$ cat src/rtl/digit_scan_controller_pkg.sv
// ============================================================================
//  Module  : digit_scan_controller_pkg
//  Brief   : Shared constants and helpers for the 7-segment digit scanner.
//  Revision: 1.0 - initial release
// ============================================================================
`default_nettype none
`timescale 1ns/1ps

package digit_scan_controller_pkg;

   localparam int unsigned MAX_DIGITS = 16;

   // Counter width for a modulus, never narrower than one bit.
   function automatic int unsigned clog2_min1(input int unsigned v);
      int unsigned r;
      r = 0;
      for (int i = 0; i < 32; i++) begin
         if ((64'd1 << i) < 64'(v)) r = i + 1;
      end
      return (r == 0) ? 1 : r;
   endfunction

   function automatic logic an_bit(input logic on, input logic act_low);
      return on ^ act_low;
   endfunction

   function automatic logic an_off(input logic act_low);
      return act_low;
   endfunction

endpackage

`default_nettype wire

$ cat src/rtl/digit_scan_controller_if.sv
// ============================================================================
//  Module  : digit_scan_controller_if
//  Brief   : Control inputs and display drive outputs of the digit scanner.
//  Revision: 1.0 - initial release
// ============================================================================
`default_nettype none
`timescale 1ns/1ps

interface digit_scan_controller_if #(
   parameter int NUM_DIGITS = 8,
   parameter int SEL_W      = 3,
   parameter int BRIGHT_W   = 4
);
   logic                  enable;
   logic [NUM_DIGITS-1:0] digit_en;
   logic [BRIGHT_W-1:0]   bright;
   logic [NUM_DIGITS-1:0] a;
   logic [SEL_W-1:0]      sel;
   logic                  slot_start;
   logic                  frame_start;

   modport master (
      output enable, digit_en, bright,
      input  a, sel, slot_start, frame_start
   );

   modport slave (
      input  enable, digit_en, bright,
      output a, sel, slot_start, frame_start
   );
endinterface

`default_nettype wire

$ cat src/rtl/digit_scan_controller_prescaler.sv
// ============================================================================
//  Module  : digit_scan_controller_prescaler
//  Brief   : Refresh prescaler: sub-phase counter and PWM phase counter.
//  Revision: 1.0 - initial release
// ============================================================================
`default_nettype none
`timescale 1ns/1ps

module digit_scan_controller_prescaler
   import digit_scan_controller_pkg::*;
#(
   parameter int BRIGHT_W = 4,
   parameter int SUB_CYC  = 6250
) (
   input  wire logic                clk,
   input  wire logic                reset,
   input  wire logic                enable_i,
   output logic [BRIGHT_W-1:0]      phase_nxt_o,
   output logic                     slot_tick_o
);
   localparam int unsigned         SUB_W      = clog2_min1(SUB_CYC);
   localparam logic [SUB_W-1:0]    SUB_LAST   = SUB_W'(SUB_CYC - 1);
   localparam logic [BRIGHT_W-1:0] PHASE_LAST = '1;

   logic [SUB_W-1:0]    sub_cnt_q, sub_cnt_d;
   logic [BRIGHT_W-1:0] phase_q, phase_d;
   logic                tick_d;

   always_comb begin
      sub_cnt_d = sub_cnt_q;
      phase_d   = phase_q;
      tick_d    = 1'b0;
      if (enable_i) begin
         if (sub_cnt_q == SUB_LAST) begin
            sub_cnt_d = '0;
            if (phase_q == PHASE_LAST) begin
               phase_d = '0;
               tick_d  = 1'b1;
            end else begin
               phase_d = phase_q + 1'b1;
            end
         end else begin
            sub_cnt_d = sub_cnt_q + 1'b1;
         end
      end
   end

   always_ff @(posedge clk) begin
      if (reset) begin
         sub_cnt_q <= '0;
         phase_q   <= '0;
      end else begin
         sub_cnt_q <= sub_cnt_d;
         phase_q   <= phase_d;
      end
   end

   // Next-state values so the parent can register outputs on the same edge.
   assign phase_nxt_o = phase_d;
   assign slot_tick_o = tick_d;

endmodule

`default_nettype wire

$ cat src/rtl/digit_scan_controller.sv
// ============================================================================
//  Module  : digit_scan_controller
//  Brief   : Time-multiplexed anode scanner with PWM brightness and blanking.
//  Revision: 1.0 - initial release
// ============================================================================
`default_nettype none
`timescale 1ns/1ps

module digit_scan_controller
   import digit_scan_controller_pkg::*;
#(
   parameter int NUM_DIGITS = 8,
   parameter int SEL_W      = 3,
   parameter int BRIGHT_W   = 4,
   parameter int SUB_CYC    = 6250,
   parameter int AN_ACT_LOW = 1
) (
   input wire logic                 clk,
   input wire logic                 reset,
   digit_scan_controller_if.slave   bus
);
   localparam logic                  ACT_LOW  = (AN_ACT_LOW != 0);
   localparam logic [SEL_W-1:0]      SEL_LAST = SEL_W'(NUM_DIGITS - 1);
   localparam logic [NUM_DIGITS-1:0] AN_OFF   = {NUM_DIGITS{an_off(ACT_LOW)}};

   logic [BRIGHT_W-1:0]   phase_nxt;
   logic                  slot_tick;
   logic [SEL_W-1:0]      sel_q, sel_d;
   logic [NUM_DIGITS-1:0] a_q, a_d;
   logic                  slot_start_q, frame_start_q;
   logic                  lit_d;

   digit_scan_controller_prescaler #(
      .BRIGHT_W (BRIGHT_W),
      .SUB_CYC  (SUB_CYC)
   ) u_prescaler (
      .clk         (clk),
      .reset       (reset),
      .enable_i    (bus.enable),
      .phase_nxt_o (phase_nxt),
      .slot_tick_o (slot_tick)
   );

   // Explicit wrap so non-power-of-two digit counts never visit unused codes.
   always_comb begin
      sel_d = sel_q;
      if (slot_tick) begin
         sel_d = (sel_q == SEL_LAST) ? '0 : sel_q + 1'b1;
      end
      lit_d = bus.enable & bus.digit_en[sel_d] & (phase_nxt <= bus.bright);
   end

   for (genvar i = 0; i < NUM_DIGITS; i++) begin : g_anode
      assign a_d[i] = an_bit(lit_d && (sel_d == SEL_W'(i)), ACT_LOW);
   end

   always_ff @(posedge clk) begin
      if (reset) begin
         sel_q         <= '0;
         a_q           <= AN_OFF;
         slot_start_q  <= 1'b0;
         frame_start_q <= 1'b0;
      end else begin
         sel_q         <= sel_d;
         a_q           <= a_d;
         slot_start_q  <= slot_tick;
         frame_start_q <= slot_tick && (sel_d == '0);
      end
   end

   assign bus.a           = a_q;
   assign bus.sel         = sel_q;
   assign bus.slot_start  = slot_start_q;
   assign bus.frame_start = frame_start_q;

endmodule

`default_nettype wire

$ cat src/flat_wrapper.sv
// flat-port wrapper written by rule: the top's interface ports become plain ports
module digit_scan_controller_flat import digit_scan_controller_pkg::*;
#(
   parameter int NUM_DIGITS = 8,
   parameter int SEL_W      = 3,
   parameter int BRIGHT_W   = 4,
   parameter int SUB_CYC    = 6250,
   parameter int AN_ACT_LOW = 1
)
  (clk, reset, bus_enable, bus_digit_en, bus_bright, bus_a, bus_sel, bus_slot_start, bus_frame_start);
  digit_scan_controller_if #(.NUM_DIGITS(NUM_DIGITS), .SEL_W(SEL_W), .BRIGHT_W(BRIGHT_W)) bus_i ();
  input wire logic clk;
  input wire logic reset;
  input wire logic [$bits(bus_i.enable)-1:0] bus_enable;
  input wire logic [$bits(bus_i.digit_en)-1:0] bus_digit_en;
  input wire logic [$bits(bus_i.bright)-1:0] bus_bright;
  output wire logic [$bits(bus_i.a)-1:0] bus_a;
  output wire logic [$bits(bus_i.sel)-1:0] bus_sel;
  output wire logic [$bits(bus_i.slot_start)-1:0] bus_slot_start;
  output wire logic [$bits(bus_i.frame_start)-1:0] bus_frame_start;
  assign bus_i.enable = bus_enable;
  assign bus_i.digit_en = bus_digit_en;
  assign bus_i.bright = bus_bright;
  assign bus_a = bus_i.a;
  assign bus_sel = bus_i.sel;
  assign bus_slot_start = bus_i.slot_start;
  assign bus_frame_start = bus_i.frame_start;
  digit_scan_controller #(.NUM_DIGITS(NUM_DIGITS), .SEL_W(SEL_W), .BRIGHT_W(BRIGHT_W), .SUB_CYC(SUB_CYC), .AN_ACT_LOW(AN_ACT_LOW)) u_core (.clk(clk), .reset(reset), .bus(bus_i));
endmodule
$ cat config.mk
export PLATFORM = sky130hd
export DESIGN_NAME = digit_scan_controller_flat
export DESIGN_NICKNAME = d
export VERILOG_FILES = /design/src/rtl/digit_scan_controller_pkg.sv /design/src/rtl/digit_scan_controller_if.sv /design/src/rtl/digit_scan_controller_prescaler.sv /design/src/rtl/digit_scan_controller.sv /design/src/flat_wrapper.sv
export SDC_FILE = /design/constraint.sdc
export NUM_CORES = 1
export LEC_CHECK = 0
export ABC_AREA = 1
export BUFFER_PORTS_ARGS = -buffer_cell sky130_fd_sc_hd__buf_4
export CAP_MARGIN = 30
export CORE_UTILIZATION = 59
export DETAILED_ROUTE_END_ITERATION = 7
export GPL_TIMING_DRIVEN = 0
export PLACE_DENSITY_LB_ADDON = 0.1
export SYNTH_ARGS = -nofsm -noshare
export SYNTH_HDL_FRONTEND = slang
export SYNTH_SLANG_ARGS = --single-unit
$ cat constraint.sdc
create_clock -name clk -period 4.8 [get_ports clk]
set_clock_uncertainty 0.2 [all_clocks]
set_input_delay 0 -clock clk [delete_from_list [all_inputs] [get_ports clk]]
set_output_delay 0 -clock clk [all_outputs]
set_load 0.005 [all_outputs]
==> metrics.md, run 1 <==
| Metric | Value |
|---|---|
| Outcome | finished, final reports clean |
| Initial Utilization | 64.0% |
| Reg-to-reg startpoint | u_core.u_prescaler.sub_cnt_q[1] |
| Metal3 WL | 118 um |
| Ys flop type | dfxtp_1 |
| Leakage power total | 0.932 nW |
| Worst setup path endpoint | u_core.bus.a[7] |
| Critical Path Start | u_core.u_prescaler.sub_cnt_q[1] |
| Pin count of the biggest net entering global routing | 11 |
| Footprint of the multi-input gates | 870 sq um |
| Fin. Hold Viols | 0 |
| Area leader, netlist | dfxtp_1 |
| Fill count | 194 |
| Via Count | 1,436 |
| WL met2 | 1430 um |
| Top area cells in the synthesized netlist | dfxtp_1, nand2_1, inv_1, ha_1, nor2_1 |
| GR Util All Layers | 22.5% |
| Reg-to-Reg End | u_core.bus.a[7] |
| Final layout net count | 278 |
| Worst hold path class | input port to flop |
| Pre-Repair DR Iteration Count | 4 |
| H-tree levels | 2 |
| CTS tree | built |
| Hold_sp | bus_digit_en[0] |
| Power Density | 225 nW/um^2 |
| Clk root buf | clkbuf_4 |
| Synth-to-Final Area Change | 20.3% |
| Fin. max-slew vios | 0 |
| Vias in the first global route | 1,130 |
| Critical path arrival | 2.95 ns |
| Tcrit/Tclk final | 61.6% |
| Clk_lat worst skew | 0.33 ns |
| Max cap viols | 0 |
| Drt wl/cell | 10.1 um |
| Full die area | 2980 sq um |
| Ys async rst share | 0% |
| First-pass GRT wire length | 4560 um |
| Crit. End Element | flop |
| Placed Instances | 274 |
| Syn Std Cell Area | 1630 sq um |
| Clock buffer depth | 2 |
| RSZ-0062 raised after global routing | no |
| Worst setup SP type | flop |
| Yosys warns | 0 |
| Setup violators final | 0 |
| Finished Cell Area | 1960 sq um |
| Mean post-synth cell area | 7.51 sq um |
| Reg area | 601 sq um |
| Number of port buffers | 27 |
| Non-Filler Instances | 285 |
| Clock-pin slew on the worst setup and hold paths | 0.09 ns |
| Hpwl dp | 2280 um |
| Post-CTS setup buffers | 0 |
| Placed cell areas | 1870 sq um |
| Die Wd | 54.5 um |
| Yosys top cell area share | 36.9% |
| Worst EP required | 4.79 ns |
| Tmin final | 2.96 ns |
| Final setup TNS | 0 ns |
| Synth Net Count | 241 |
| Peak supply drop | 0.198 mV |
| Slew @ Worst Pin | 0.440 ns |
| Core area | 2540 sq um |
| #FFs+latches synth | 30 |
| Layout cells sized above 1 | 23.1% |
| Initial drt markers | 16 |
| Detailed Route WL | 2890 um |
| Metal1 wirelength | 1290 um |
| # clock sinks | 30 |
| EDFF count, synth | 0 |
| Fmax | 338 MHz |
| Total gr overflow | 0 |
| Post-cts gate resize count | 0 |
| CP Class | flop to flop |
| Via density | 5.04 |
| Total Power | 0.440 mW |
| Slew headroom | 70.6% |
| R2R Setup Slk | 1.84 ns |
| Diodes inserted | 0 |
| # IOs | 28 |
| Top layer in use | met4 |
| Gp weighted congestion | 0.823 |
| FP Rows | 18 |
| Register area share after synthesis | 36.9% |
| Number of routed nets with antenna violations | 0 |
| Antenna violations before repair | 0 |
| Max FO, Critical Path | 8 |
| Unique cell type count in the Yosys netlist | 32 |
| Path depth of the worst reg2reg path | 17 |
| Remaining DRCs | 0 |
| Die Y | 54.5 um |
| Gate count after technology mapping | 217 |
| CTS Buf Count | 5 |
flip-flops by register name, indices dropped and copies added, names as in the netlist:
register,count
u_core.bus.slot_start,1
u_core.bus.sel,3
u_core.bus.frame_start,1
u_core.u_prescaler.phase_q,4
u_core.u_prescaler.sub_cnt_q,13
u_core.bus.a,8
critical path, stage by stage (launching register included):
cell	delay, ns
dfxtp_1	0.33
inv_1	0.08
ha_1	0.16
nand3_1	0.11
inv_1	0.06
nand2_1	0.10
nor2_4	0.19
nand4_1	0.13
nand2_1	0.08
inv_1	0.05
nor3_1	0.18
ha_1	0.28
nand2_1	0.07
inv_1	0.05
o21ai_0	0.09
a32oi_1	0.11
nor2_1	0.37
nand4_1	0.16
power breakdown:
part / internal, mW / total, mW / switching [mW]
clock network: 0.0709 / 0.155 / 0.0841
logic: 0.0166 / 0.0328 / 0.0161
registers: 0.251 / 0.252 / 0.00162
area by class of cell:
cell class                 count  share of cell area, %
multi-input combinational    145                   44.4
clock buffer                   7                   2.81
buffer                         1                  0.192
sequential                    30                   30.7
inverter                      41                   7.92
clock inverter                 1                  0.255
timing repair buffer          30                   11.9
tap                           30                   1.92
cells by family after synthesis:
group / Yosys count / share of synthesized area (%)
xor gates and xnor gates: 2 / 1.08
AOI/OAI and AO/OA: 23 / 8.60
buffers and inverters: 42 / 9.75
DFF: 30 / 36.9
adders and majority gates: 9 / 6.91
and+or+nand+nor: 111 / 36.8
synthesized netlist by cell type, types with 2 or more instances:
library cell   n
a21oi_1       11
dfxtp_1       30
ha_1           9
inv_1         35
inv_2          5
nand2_1       36
nand2_2        5
nand2_4        3
nand3_1        7
nand3_4        3
nand3b_1       4
nand4_1        9
nor2_1        27
nor2_2         2
nor2_4         2
nor3_1         6
o21a_1         2
o21ai_0        6
xor2_1         2
per-stage QoR:
stage                     hold slack [ns]  util (%)  setup slack [ns]
after detailed placement           0.0458      73.5              1.85
after floorplan                    -0.104         -              2.32
after global routing               0.0411      77.0              1.56
after global placement             0.0438      73.5              1.93
final                              0.0112      77.0              1.84
after CTS                         0.00656      77.0              1.83
per-layer routing:
layer,GRT usage [%],up-vias
li1,-,773
met1,24.5,631
met2,39.0,27
met3,5.83,5
met4,12.8,0
met5,0,-
cells in the final DEF (no fill, tap or decap), types with 6 or more instances in the layout:
cell,synthesis,layout
nor2_1,27,27
nand4_1,9,9
nor3_1,6,6
nand3_1,7,7
ha_1,9,9
dfxtp_1,30,30
o21ai_0,6,6
inv_1,35,35
a21oi_1,11,11
buf_4,0,27
nand2_1,36,36
worst min path at each step:
stage / depth (start not counted) / to
final: 8 / u_core.bus.a[5]
after global routing: 8 / u_core.bus.a[3]
after CTS: 8 / u_core.bus.a[2]
after detailed placement: 2 / u_core.u_prescaler.sub_cnt_q[1]
after global placement: 2 / u_core.u_prescaler.sub_cnt_q[1]
after floorplan: 1 / u_core.u_prescaler.sub_cnt_q[1]
timing repair:
item	4_1_cts	5_1_grt
setup endpoints to repair	0	0
endpoints found under the hold margin	24	0
hold buffers	3	0
Power figures use the tool's default switching activity.
==> run 2: changes to the inputs <==
- CORE_UTILIZATION: 59 -> 55
- clock period: 4.8 -> 2.8 ns (I/O delays scaled with it)
==> run 2 against run 1 <==
Routed wire length increased by 7.7%. Hold slack improved by 0.019 ns. Power increased by 91%. Cell count increased by 1.1%. Clock power increased by 130%. First-iteration DRC count increased to 3.4 times the previous value. Via count increased by 2.4%. Clock-buffer cell count decreased by 1. Design area increased by 3.3%. Global-route usage decreased by 1.2 points. Worst setup slack got worse by 1.7 ns. Utilization decreased by 4.3 points. Critical path type unchanged.
==> metrics.md, run 2 (same netlist as run 1, synthesis figures left out) <==
| Metric | Value |
|---|---|
| Clk root buf | clkbuf_4 |
| Largest register FFs | 13 (unchanged) |
| CTS tree | built |
| Fmax | 378 MHz (+12%) |
| Leakage power total | 0.965 nW (+3.5%) |
| Initial Utilization | 58.6% (-5.4 points) |
| Number of routed nets with antenna violations | 0 (unchanged) |
| Gp weighted congestion | 0.847 (+2.9%) |
| Crit. End Element | flop |
| Clock buffer depth | 2 (unchanged) |
| Slew @ Worst Pin | 0.467 ns (+0.0271 ns) |
| Tcrit/Tclk final | 94.6% (+33 points) |
| Core area | 2780 sq um (+9.3%) |
| Max FO, Critical Path | 8 (unchanged) |
| Most flops, register | u_core.u_prescaler.sub_cnt_q |
| CTS Buf Count | 5 (unchanged) |
| Max cap viols | 0 (unchanged) |
| FP Rows | 19 (+1) |
| Clk_lat worst skew | 0.32 ns (about the same) |
| Diodes inserted | 0 (unchanged) |
| Placed cell areas | 1870 sq um (about the same) |
| # IOs | 28 (unchanged) |
| H-tree levels | 2 (unchanged) |
| Die Y | 56.4 um (+3.4%) |
| Drt wl/cell | 10.8 um (+6.6%) |
| Finished Cell Area | 2020 sq um (+3.3%) |
| Vias in the first global route | 1,258 (+11%) |
| Detailed Route WL | 3120 um (+7.7%) |
| Worst EP required | 2.80 ns (-1.99 ns) |
| Initial drt markers | 54 (+38) |
| Clock-pin slew on the worst setup and hold paths | 0.10 ns (about the same) |
| Fin. Hold Viols | 0 (unchanged) |
| # clock sinks | 30 (unchanged) |
| Pin count of the biggest net entering global routing | 11 (unchanged) |
| Slew headroom | 68.9% (-1.7 points) |
| Tmin final | 2.65 ns (-0.311 ns) |
| Die Wd | 56.4 um (+3.4%) |
| Hpwl dp | 2340 um (+2.7%) |
| Footprint of the multi-input gates | 882 sq um (+1.4%) |
| Via Count | 1,471 (+2.4%) |
| Power Density | 416 nW/um^2 (+85%) |
| Fill count | 247 (+27%) |
| Full die area | 3180 sq um (+7.0%) |
| Remaining DRCs | 0 (unchanged) |
| Outcome | finished, final reports clean |
| Pre-Repair DR Iteration Count | 4 (unchanged) |
| Final setup TNS | 0 ns (unchanged) |
| Fin. max-slew vios | 0 (unchanged) |
| Worst hold path class | input port to flop |
| Layout cells sized above 1 | 26.5% (+3.3 points) |
| Final layout net count | 281 (+1.1%) |
| Antenna violations before repair | 0 (unchanged) |
| Synth-to-Final Area Change | 24.2% |
| Worst setup SP type | flop |
| GR Util All Layers | 21.2% (-1.2 points) |
| Peak supply drop | 0.499 mV (+150%) |
| Via density | 5.11 (+1.4%) |
| First-pass GRT wire length | 5370 um (+18%) |
| Critical path arrival | 2.64 ns (-0.31 ns) |
| CP Class | flop to flop |
| Number of port buffers | 27 (unchanged) |
| Setup violators final | 0 (unchanged) |
| Total gr overflow | 0 (unchanged) |
| Most frequent cells in the layout | inv_1, nand2_1, buf_4, dfxtp_1, nor2_1 |
| Reg area | 603 sq um (+0.42%) |
==> run 2: cell count changes in the layout (fill, tap and decap cells not counted), moves of 2 or more <==
cell / previous run / this run
nor2_1: 27 / 25
dfxtp_2: 0 / 2
dfxtp_1: 30 / 28
buf_4: 27 / 29
nor2_2: 2 / 4
==> run 2: what timing repair did <==
action | in CTS | in global routing
pin swaps | 1 | 4
hold endpoints to repair | 11 | 0
endpoints found under the setup margin | 8 | 8
gates resized for setup | 1 | 6
setup buffers | 1 | 2
hold buffers | 3 | 0
==> run 2: area by class of cell <==
class	instances	area share, %
plain buffers	1	0.186
clock buffers	6	2.54
clock inverters	1	1.48
inverters	41	7.67
multi-input cells	145	43.6
flip-flops and latches	30	29.8
well taps	31	1.92
repair buffers	33	12.8
==> run 2: path summary, 6_finish.rpt <==
check                                                      start                                to  slack, ns  cells after the start
worst min register to register  u_core.u_prescaler.sub_cnt_q[12]  u_core.u_prescaler.sub_cnt_q[12]       0.33                      2
worst max register to register   u_core.u_prescaler.sub_cnt_q[1]                   u_core.bus.a[5]       0.15                     18
worst min-delay path                             bus_digit_en[0]                   u_core.bus.a[2]       0.03                      8
worst max-delay path             u_core.u_prescaler.sub_cnt_q[1]                   u_core.bus.a[5]       0.15                     18
==> run 2: worst max-delay path, cell delays in order, from the launching register on <==
cell and delay (ns):
dfxtp_2 0.34, inv_1 0.08, ha_1 0.16, nand3_1 0.11, inv_1 0.08, nand2_2 0.09
nor2_4 0.17, nand4_1 0.16, nand2_1 0.11, inv_1 0.06, nor3_2 0.10, ha_1 0.25
nand2_1 0.07, inv_1 0.04, o21ai_0 0.07, a32oi_1 0.09, nor2_2 0.10, buf_6 0.14
nand4_1 0.10
==> run 2: stage by stage <==
stage | std cells | worst slack (ns) | total power, mW | utilization (%) | hold slack (ns)
final | 288 | 0.152 | 0.843 | 72.7 | 0.0299
after CTS | 286 | 0.0828 | 0.847 | 71.6 | 0.0238
after detailed placement | 275 | -0.176 | 0.496 | 67.3 | 0.0552
after global routing | 288 | -0.0664 | 0.875 | 72.7 | 0.0801
after floorplan | 217 | 0.320 | 0.472 | - | -0.104
after global placement | 275 | -0.126 | 0.495 | 67.3 | 0.0499
==> run 2: where the power goes <==
group	switching, mW	total (mW)	leakage, nW	internal (mW)
clock network	0.141	0.349	0.0443	0.208
logic	0.0297	0.0603	0.677	0.0306
registers	0.00296	0.433	0.243	0.430
==> run 2: layer usage <==
| metal | track usage, % | part of all wire, % | vias up |
|---|---|---|---|
| met3 | 5.07 | 4.1 | 6 |
| met5 | 0 | 0 | - |
| met1 | 29.2 | 48 | 657 |
| li1 | - | - | 783 |
| met2 | 32.3 | 47 | 25 |
| met4 | 7.67 | 0.93 | 0 |
==> run 3: changes to the inputs <==
- REMOVE_ABC_BUFFERS: default -> 1
- SLEW_MARGIN: default -> 5
==> run 3 against run 2 <==
Sequential power about the same. Combinational power about the same. Clock-buffer cell count unchanged. Global-route usage increased by 0.086 points. Flip-flop and latch count unchanged. Critical endpoint is now u_core.bus.a[0].
==> metrics.md, run 3 (same netlist as run 1, synthesis figures left out) <==
| Metric | Value |
|---|---|
| Outcome | finished, final reports clean |
| Detailed Route WL | 3040 um (-2.3%) |
| Number of routed nets with antenna violations | 0 (unchanged) |
| Final setup TNS | 0 ns (unchanged) |
| Gp weighted congestion | 0.810 (-4.4%) |
| # clock sinks | 30 (unchanged) |
| # IOs | 28 (unchanged) |
| Clock buffer depth | 2 (unchanged) |
| Footprint of the multi-input gates | 907 sq um (+2.8%) |
| Initial Utilization | 58.6% (unchanged) |
| GR Util All Layers | 21.3% (+0.086 points) |
| CTS tree | built |
| H-tree levels | 2 (unchanged) |
| Worst EP required | 2.81 ns (about the same) |
| Slew headroom | 81.4% (+12 points) |
| Antenna violations before repair | 0 (unchanged) |
| Worst setup SP type | flop |
| Die Y | 56.4 um (unchanged) |
| Remaining DRCs | 0 (unchanged) |
| Final Util | 72.8% (about the same) |
| Commonest non-fill, non-tap cell in the layout | nand2_1 |
| Fin. Hold Viols | 0 (unchanged) |
| Reg-to-Reg End | u_core.bus.a[0] |
| Reg area | 603 sq um (unchanged) |
| Die Wd | 56.4 um (unchanged) |
| Max FO, Critical Path | 8 (unchanged) |
| Power Density | 379 nW/um^2 (-9.0%) |
| Pre-Repair DR Iteration Count | 4 (unchanged) |
| Crit. End Element | flop |
| Synth-to-Final Area Change | 24.3% (about the same) |
| Fin. max-slew vios | 0 (unchanged) |
| Slew @ Worst Pin | 0.277 ns (-0.189 ns) |
| R2R Setup Slk | 0.22 ns (+0.07 ns) |
| Hpwl dp | 2320 um (-0.62%) |
| Layout cells sized above 1 | 29.6% (+3.1 points) |
| Fmax | 388 MHz (+2.7%) |
| Largest register FFs | 13 (unchanged) |
| Clk_lat worst skew | 0.33 ns (about the same) |
| Setup violators final | 0 (unchanged) |
| Path depth of the worst reg2reg path | 18 (unchanged) |
| CTS Buf Count | 5 (unchanged) |
| Clock-pin slew on the worst setup and hold paths | 0.10 ns (about the same) |
| Tmin final | 2.58 ns (-0.0703 ns) |
| Fill count | 245 (-0.81%) |
| Most flops, register | u_core.u_prescaler.sub_cnt_q |
| Critical Path Start | u_core.u_prescaler.sub_cnt_q[1] |
| Vias in the first global route | 1,328 (+5.6%) |
| Tcrit/Tclk final | 92.1% (-2.5 points) |
| Most frequent cells in the layout | nand2_1, inv_1, buf_4, dfxtp_1, nor2_1 |
| Leakage power total | 0.965 nW (about the same) |
| Via density | 5.03 (-1.6%) |
| Peak supply drop | 0.366 mV (-27%) |
| CP Class | flop to flop |
| Critical path arrival | 2.59 ns (-0.05 ns) |
| First-pass GRT wire length | 5260 um (-1.9%) |
| Clk root buf | clkbuf_4 |
| Worst setup path endpoint | u_core.bus.a[0] |
| Initial drt markers | 58 (+7.4%) |
| Drt wl/cell | 10.6 um (-2.3%) |
| Max cap viols | 0 (unchanged) |
| Via Count | 1,448 (-1.6%) |
| Worst hold path class | input port to flop |
| Full die area | 3180 sq um (unchanged) |
| Total gr overflow | 0 (unchanged) |
| Diodes inserted | 0 (unchanged) |
| Pin count of the biggest net entering global routing | 12 (+1) |
| FP Rows | 19 (unchanged) |
| Core area | 2780 sq um (unchanged) |
| Number of port buffers | 27 (unchanged) |
| Reg-to-reg startpoint | u_core.u_prescaler.sub_cnt_q[1] |
| Final layout net count | 280 (-0.36%) |
==> run 3: final cells by class <==
type,instances,share of cell area (%)
flip-flops and latches,30,29.8
inverters,41,7.66
clock inverters,2,0.618
repair buffers,33,12.7
well taps,31,1.92
multi-input cells,145,44.8
clock buffers,6,2.53
==> run 3: critical path, stage by stage (launching register included) <==
cell	delay (ns)
dfxtp_2	0.35
inv_2	0.07
ha_4	0.13
nand3_2	0.08
inv_2	0.08
nand2_4	0.06
nor2_4	0.18
nand4_1	0.16
nand2_1	0.11
inv_1	0.06
nor3_2	0.11
ha_1	0.26
nand2_1	0.07
inv_1	0.04
o21ai_0	0.06
a32oi_1	0.09
nor2_2	0.11
buf_6	0.14
nand4_1	0.10
==> run 3: stage by stage <==
step,instances,area [sq um],hold WS (ns),power [mW],worst slack (ns)
detailed placement,274,1870,0.0477,0.496,-0.193
CTS,285,1960,0.0113,0.770,0.0217
floorplan,216,1630,-0.131,0.470,0.320
finish,288,2020,0.0194,0.767,0.222
global placement,274,1870,0.0504,0.494,-0.121
global route,288,2020,0.0706,0.806,-0.00395
==> run 3: routing by layer <==
layer  global-route usage, %  wire (um)
met5                       0          0
met4                    9.06         71
met2                    33.9       1380
met3                    7.83        125
met1                    25.7       1470
==> run 3: report_power, final <==
group	switching, mW	internal [mW]
clock network	0.152	0.121
logic	0.0296	0.0308
registers	0.00361	0.430
total	0.185	0.582
==> run 3: worst min path at each step <==
| stage | startpoint | endpoint | slack, ns | cells past startpoint |
|---|---|---|---|---|
| 5_1_grt | bus_digit_en[0] | u_core.bus.a[7] | 0.07 | 8 |
| 2_1_floorplan | reset | u_core.u_prescaler.phase_q[1] | -0.13 | 1 |
| 3_3_place_gp | bus_enable | u_core.u_prescaler.sub_cnt_q[1] | 0.05 | 2 |
| 3_5_place_dp | bus_enable | u_core.u_prescaler.sub_cnt_q[1] | 0.05 | 2 |
| 4_1_cts | bus_digit_en[2] | u_core.bus.a[3] | 0.01 | 8 |
| 6_report | bus_digit_en[2] | u_core.bus.a[3] | 0.02 | 8 |
==> run 3: repair_timing <==
| item | 4_1_cts | 5_1_grt |
|---|---|---|
| endpoints found under the setup margin | 8 | 8 |
| pin swaps | 1 | 7 |
| hold buffers | 2 | 0 |
| gates cloned | 0 | 0 |
| endpoints found under the hold margin | 26 | 0 |
| setup buffers | 1 | 3 |
| gates resized for setup | 1 | 14 |
